==> src/rtl/uart_boot_loader.sv <==
// Boot sequencer: takes a length byte plus image over UART, writes imem 0..N-1, then releases CPU reset. Echo option: LOADER_ECHO_EN.
// Latency: imem write 1 cycle after rx_valid; cpu_rst_n rises the cycle after the final write.
// Backpressure: none on rx (every strobe is consumed); echo waits on tx_busy behind a 1-entry buffer and drops on overflow.
module uart_boot_loader #(
    parameter int ADDR_W         = 8,
    parameter int TIMEOUT_CYCLES = 500000
) (
    input  logic              clk,
    input  logic              rst_n,
    input  logic [7:0]        rx_data,
    input  logic              rx_valid,
    input  logic              reload,
    output logic              imem_we,
    output logic [ADDR_W-1:0] imem_addr,
    output logic [7:0]        imem_wdata,
    output logic              cpu_rst_n,
    output logic              busy,
    output logic              load_done,
    output logic              load_err,
    input  logic              tx_busy,
    output logic              tx_start,
    output logic [7:0]        tx_data,
    output logic              echo_ovf
);

    localparam int RW = ADDR_W + 1;
    localparam int TW = $clog2(TIMEOUT_CYCLES + 1);

    typedef enum logic [1:0] {
        WAIT_LEN = 2'd0,
        LOAD     = 2'd1,
        DONE     = 2'd2,
        ERROR    = 2'd3
    } state_t;

    state_t            state;
    state_t            state_nxt;
    logic [RW-1:0]     remaining;
    logic [ADDR_W-1:0] waddr;
    logic [TW-1:0]     timer;
    logic [8:0]        len_val;
    logic              len_ok;
    logic              timeout;

    always_comb begin
        len_val = (rx_data == 8'd0) ? 9'd256 : {1'b0, rx_data};
        len_ok  = ({23'd0, len_val} <= (32'd1 << ADDR_W));
        timeout = (timer == TW'(TIMEOUT_CYCLES - 1));
    end

    always_comb begin
        state_nxt = state;
        if (reload) begin
            state_nxt = WAIT_LEN;
        end else begin
            case (state)
                WAIT_LEN: if (rx_valid) state_nxt = len_ok ? LOAD : ERROR;
                // remaining hits 0 only after the last write has been issued
                LOAD: begin
                    if (remaining == '0)
                        state_nxt = DONE;
                    else if (!rx_valid && timeout)
                        state_nxt = ERROR;
                end
                default: state_nxt = state;
            endcase
        end
    end

    always_ff @(posedge clk or negedge rst_n) begin
        if (!rst_n) state <= WAIT_LEN;
        else        state <= state_nxt;
    end

    always_ff @(posedge clk or negedge rst_n) begin
        if (!rst_n) begin
            imem_we    <= 1'b0;
            imem_addr  <= '0;
            imem_wdata <= 8'd0;
            cpu_rst_n  <= 1'b0;
            busy       <= 1'b0;
            load_done  <= 1'b0;
            load_err   <= 1'b0;
            remaining  <= '0;
            waddr      <= '0;
            timer      <= '0;
        end else begin
            imem_we   <= 1'b0;
            busy      <= (state_nxt == LOAD);
            load_done <= (state_nxt == DONE);
            load_err  <= (state_nxt == ERROR);
            cpu_rst_n <= (state_nxt == DONE);
            if (reload) begin
                remaining <= '0;
                waddr     <= '0;
                imem_addr <= '0;
                timer     <= '0;
            end else begin
                case (state)
                    WAIT_LEN: begin
                        if (rx_valid) begin
                            remaining <= RW'(len_val);
                            waddr     <= '0;
                            imem_addr <= '0;
                            timer     <= '0;
                        end
                    end
                    LOAD: begin
                        if (rx_valid && remaining != '0) begin
                            imem_we    <= 1'b1;
                            imem_addr  <= waddr;
                            imem_wdata <= rx_data;
                            waddr      <= waddr + ADDR_W'(1);
                            remaining  <= remaining - RW'(1);
                        end
                        if (rx_valid) timer <= '0;
                        else          timer <= timer + TW'(1);
                    end
                    default: ;
                endcase
            end
        end
    end

`ifdef LOADER_ECHO_EN
    logic       accept;
    logic       tx_idle;
    logic       buf_full;
    logic [7:0] echo_buf;

    // tx_start guard: the transmitter raises tx_busy a cycle after the strobe
    always_comb begin
        accept  = rx_valid && !reload &&
                  (state == WAIT_LEN || (state == LOAD && remaining != '0));
        tx_idle = !tx_busy && !tx_start;
    end

    always_ff @(posedge clk or negedge rst_n) begin
        if (!rst_n) begin
            tx_start <= 1'b0;
            tx_data  <= 8'd0;
            echo_ovf <= 1'b0;
            buf_full <= 1'b0;
            echo_buf <= 8'd0;
        end else begin
            tx_start <= 1'b0;
            if (reload) begin
                buf_full <= 1'b0;
                echo_ovf <= 1'b0;
            end else begin
                if (buf_full && tx_idle) begin
                    tx_start <= 1'b1;
                    tx_data  <= echo_buf;
                    buf_full <= 1'b0;
                end
                if (accept) begin
                    if (!buf_full && tx_idle) begin
                        tx_start <= 1'b1;
                        tx_data  <= rx_data;
                    end else if (!buf_full || tx_idle) begin
                        echo_buf <= rx_data;
                        buf_full <= 1'b1;
                    end else begin
                        echo_ovf <= 1'b1;
                    end
                end
            end
        end
    end
`else
    logic unused_tx_busy;
    assign unused_tx_busy = tx_busy;
    assign tx_start = 1'b0;
    assign tx_data  = 8'd0;
    assign echo_ovf = 1'b0;
`endif

endmodule

==> config.mk <==
export PLATFORM = sky130hd
export DESIGN_NAME = uart_boot_loader
export DESIGN_NICKNAME = d
export VERILOG_FILES = /design/src/rtl/uart_boot_loader.sv
export SDC_FILE = /design/constraint.sdc
export NUM_CORES = 1
export LEC_CHECK = 0
export ABC_CLOCK_PERIOD_IN_PS = 2100
export BUFFER_PORTS_ARGS = -buffer_cell sky130_fd_sc_hd__buf_2
export CORE_MARGIN = 1
export CORE_UTILIZATION = 53
export CTS_BUF_LIST = sky130_fd_sc_hd__clkbuf_8
export DETAILED_ROUTE_END_ITERATION = 12
export PLACE_DENSITY = 0.84
export SYNTH_ARGS = -nofsm -noshare
export SYNTH_HDL_FRONTEND = slang
export SYNTH_SLANG_ARGS = --single-unit
==> constraint.sdc <==
create_clock -name clk -period 2.1 [get_ports clk]
set_clock_uncertainty 0.1 [all_clocks]
set_input_delay 0.42 -clock clk [delete_from_list [all_inputs] [get_ports clk]]
set_output_delay 0.42 -clock clk [all_outputs]
set_load 0.05 [all_outputs]
==> impl_metrics.csv <==
group,metric,value,unit
routing,drt-vias-per-instance,6.278,
setup_path,worstSetupPathType,"register to register",
clocking,numCtsBuffers,9,
run,drv_cap,0,
timing,slew_headroom,59.51,%
setup_path,critPathArrivalTime,2240,ps
timing,timing_hold_violations_final,0,
routing,via_count,2731,
pwr,peakVddDrop,0.7140,mV
finish,nets,375,
routing,drc,0,
floorplanning,chipWidth,78.19,microns
pwr,pwr-share-comb,37.2,%
setup_path,end_kind,"register",
global_route,grt-ovfl-total,0,
synth,syn_avg_cell_area,10.12,sq um
synth,synth_enable_flop_cells,0,
finish,final_cell_mix,"dfrtp_1, buf_2, buf_4, a21oi_1",
timing,fin_crit,2071,ps
place,port_buffers,32,
finish,mostFrequentLayoutCell,"dfrtp_1",
setup_path,start_kind,"register",
global_route,grt_pass1_wl,11920,microns
floorplanning,io_pins,44,
clocking,clock_latency,340,ps
clocking,cts_tree,"built",
timing,worst_slew_pin_slew,606.0,ps
finish,diodes,0,
routing,drt_iter0_drc,405,
place,routabilityCongestion,0.8994,
pwr,power_switching,1.451,mW
hold_path,hold_class,"input pin to register",
timing,slew_violations,0,
routing,drt_wl_total,7588,microns
synth,ys_seq_area_share,47.17,%
pwr,p_sw_share,38.59,%
pwr,p_clk_share,27.0,%
global_route,grt_max_degree,59,
timing,grt_setup_unrepaired,"yes",
global_route,grtUsageTotal,25.18,%
floorplanning,fp.dieH,78.19,microns
clocking,cts_num_sinks,58,
floorplanning,initial_utilization,55.53,%
timing,fmax,0.4828,GHz
pwr,power.internal,2.310,mW
floorplanning,dieArea,6114,sq um
routing,ant_nets,0,
setup_path,cp.required,2270,ps
place,dpl.hpwl,4643,microns
pwr,leakagePower,1.676,nW
pwr,p_per_area,1005,nW/um^2
clocking,ctsHtreeMaxLevel,3,
synth,ys_warn_count,0,
synth,synth_area,3077,sq um
synth,synthArstFlopShare,100.0,%
synth,synth-seq-cells,58,
global_route,antenna_found_initial,0,
floorplanning,core,5540,sq um
timing,period_share,98.63,%
routing,drt_pass1_iterations,4,
timing,setup_viol,0,
finish,area_delta_synth_final,21.59,%
floorplanning,row_count,27,
global_route,grt_pass1_vias,2511,
synth,synth_cell_type_count,57,
run_status,status,"finished, final reports clean",
synth,postSynthCellCount,304,
routing,wl_per_cell,17.44,microns
pwr,finalPower,3.761,mW
finish,drive_gt1_share,28.93,%
pwr,p_seq_share,35.8,%
setup_path,crit_path_max_fanout,8,
place,place_area,3421,sq um
finish,fillers,422,
clocking,root_buffer,"clkbuf_8",
finish,stdcell_area,3741,sq um
synth,synth_flop_cell,"dfrtp_1",
clocking,cts_max_path_buffers,2,
clocking,clk_pin_slew,70,ps
## power by group through the flow
| stage | Combinational [mW] | Sequential, mW | Clock (mW) |
|---|---|---|---|
| 3_5_place_dp | 1.25 | 1.36 | 0 |
| 3_3_place_gp | 1.21 | 1.35 | 0 |
| 2_1_floorplan | 0.605 | 1.67 | 0 |
| 6_report | 1.40 | 1.35 | 1.02 |
| 5_1_grt | 1.47 | 1.36 | 1.08 |
| 4_1_cts | 1.27 | 1.34 | 1.03 |
## flip-flops by register name (all words and copies together) (netlist names)
signal      cells
imem_wdata      8
busy            1
load_err        1
imem_we         1
remaining       9
state           2
waddr           8
imem_addr       8
load_done       1
timer          19
## synth_stat cells (all sizes together) (3+ instances only)
cell / count / area share, %
a21oi: 17 / 2.9
a22o: 10 / 2.8
a31oi: 5 / 1.0
and3: 3 / 0.61
and4: 3 / 0.85
buf: 18 / 4.1
clkbuf: 11 / 1.4
dfrtp: 58 / 47
ha: 4 / 1.6
inv: 6 / 0.73
mux2: 9 / 4.3
nand2: 15 / 1.8
nand2b: 4 / 0.81
nand3: 11 / 2.0
nand4: 5 / 1.0
nor2: 15 / 1.8
nor2b: 3 / 0.61
nor3: 7 / 1.1
nor4: 10 / 2.0
o211ai: 3 / 0.73
o21ai: 26 / 4.4
o22ai: 3 / 0.81
o31ai: 8 / 2.0
or2: 3 / 0.61
or3: 8 / 1.6
or4: 9 / 2.2
## worst max-delay path, cell delays in order, from the launching register on
cell,delay [ps]
dfrtp_1,510
or3b_2,580
o32ai_4,330
buf_6,160
clkbuf_16,140
o21ai_2,60
a21oi_2,120
## what timing repair did
action,in CTS,in global routing
endpoints found under the setup margin,29,29
pin swaps,0,4
cloned,0,3
resized for setup,1,12
buffers inserted,0,4
hold buffers,1,0
endpoints found under the hold margin,58,0
## worst paths after layout
path                         startpoint             to  slack, ps  depth (start not counted)
setup / recovery               state[0]       waddr[7]         30                          6
hold / removal               rx_data[0]  imem_wdata[0]        230                          2
setup reg to reg               state[0]       waddr[7]         30                          6
hold reg to reg            imem_addr[1]   imem_addr[1]        390                          1
max in group asynchronous         rst_n   remaining[0]       1140                          3
min in group asynchronous         rst_n      timer[14]        510                          3
## stage by stage
stage	TNS, ps	instances	hold WS [ps]	setup slack (ps)	utilization [%]
detailed placement	-1289	412	348.2	-93.95	61.74
floorplan	0	313	24.41	22.68	-
CTS	0	429	223.4	0.4303	65.47
global route	-78.96	435	239.3	-25.45	67.52
finish	0	435	233.6	28.74	67.52
global placement	-178.3	412	348.5	-23.54	61.74
## cell type report
class | instances | area [sq um] | share of cell area, %
Inverter | 6 | 22.52 | 0.6020
Clock buffer | 9 | 123.9 | 3.311
Tap cell | 72 | 90.09 | 2.408
Clock inverter | 7 | 68.82 | 1.839
Multi-Input combinational cell | 221 | 1516 | 40.53
Sequential cell | 58 | 1451 | 38.80
Timing Repair Buffer | 62 | 467.9 | 12.51
## routing by layer
layer | global-route usage [%] | part of all wire [%] | vias to the layer above
met5 | 0 | 0 | -
met4 | 11.67 | 2.1 | 0
met3 | 5.349 | 7.0 | 19
met2 | 39.30 | 48 | 128
met1 | 33.59 | 43 | 1342
li1 | - | - | 1242
## logic make-up after synthesis
group | after synthesis | share of synthesized area, %
AND/OR/NAND/NOR | 106 | 19.85
AO/OA/AOI/OAI | 87 | 19.48
flip-flops | 58 | 47.17
buffers and inverters | 35 | 6.262
multiplexers | 11 | 4.921
adder cells (fa/ha/maj) | 4 | 1.627
XOR/XNOR | 2 | 0.5694
other | 1 | 0.1219
(Power assumes the default switching activity.)
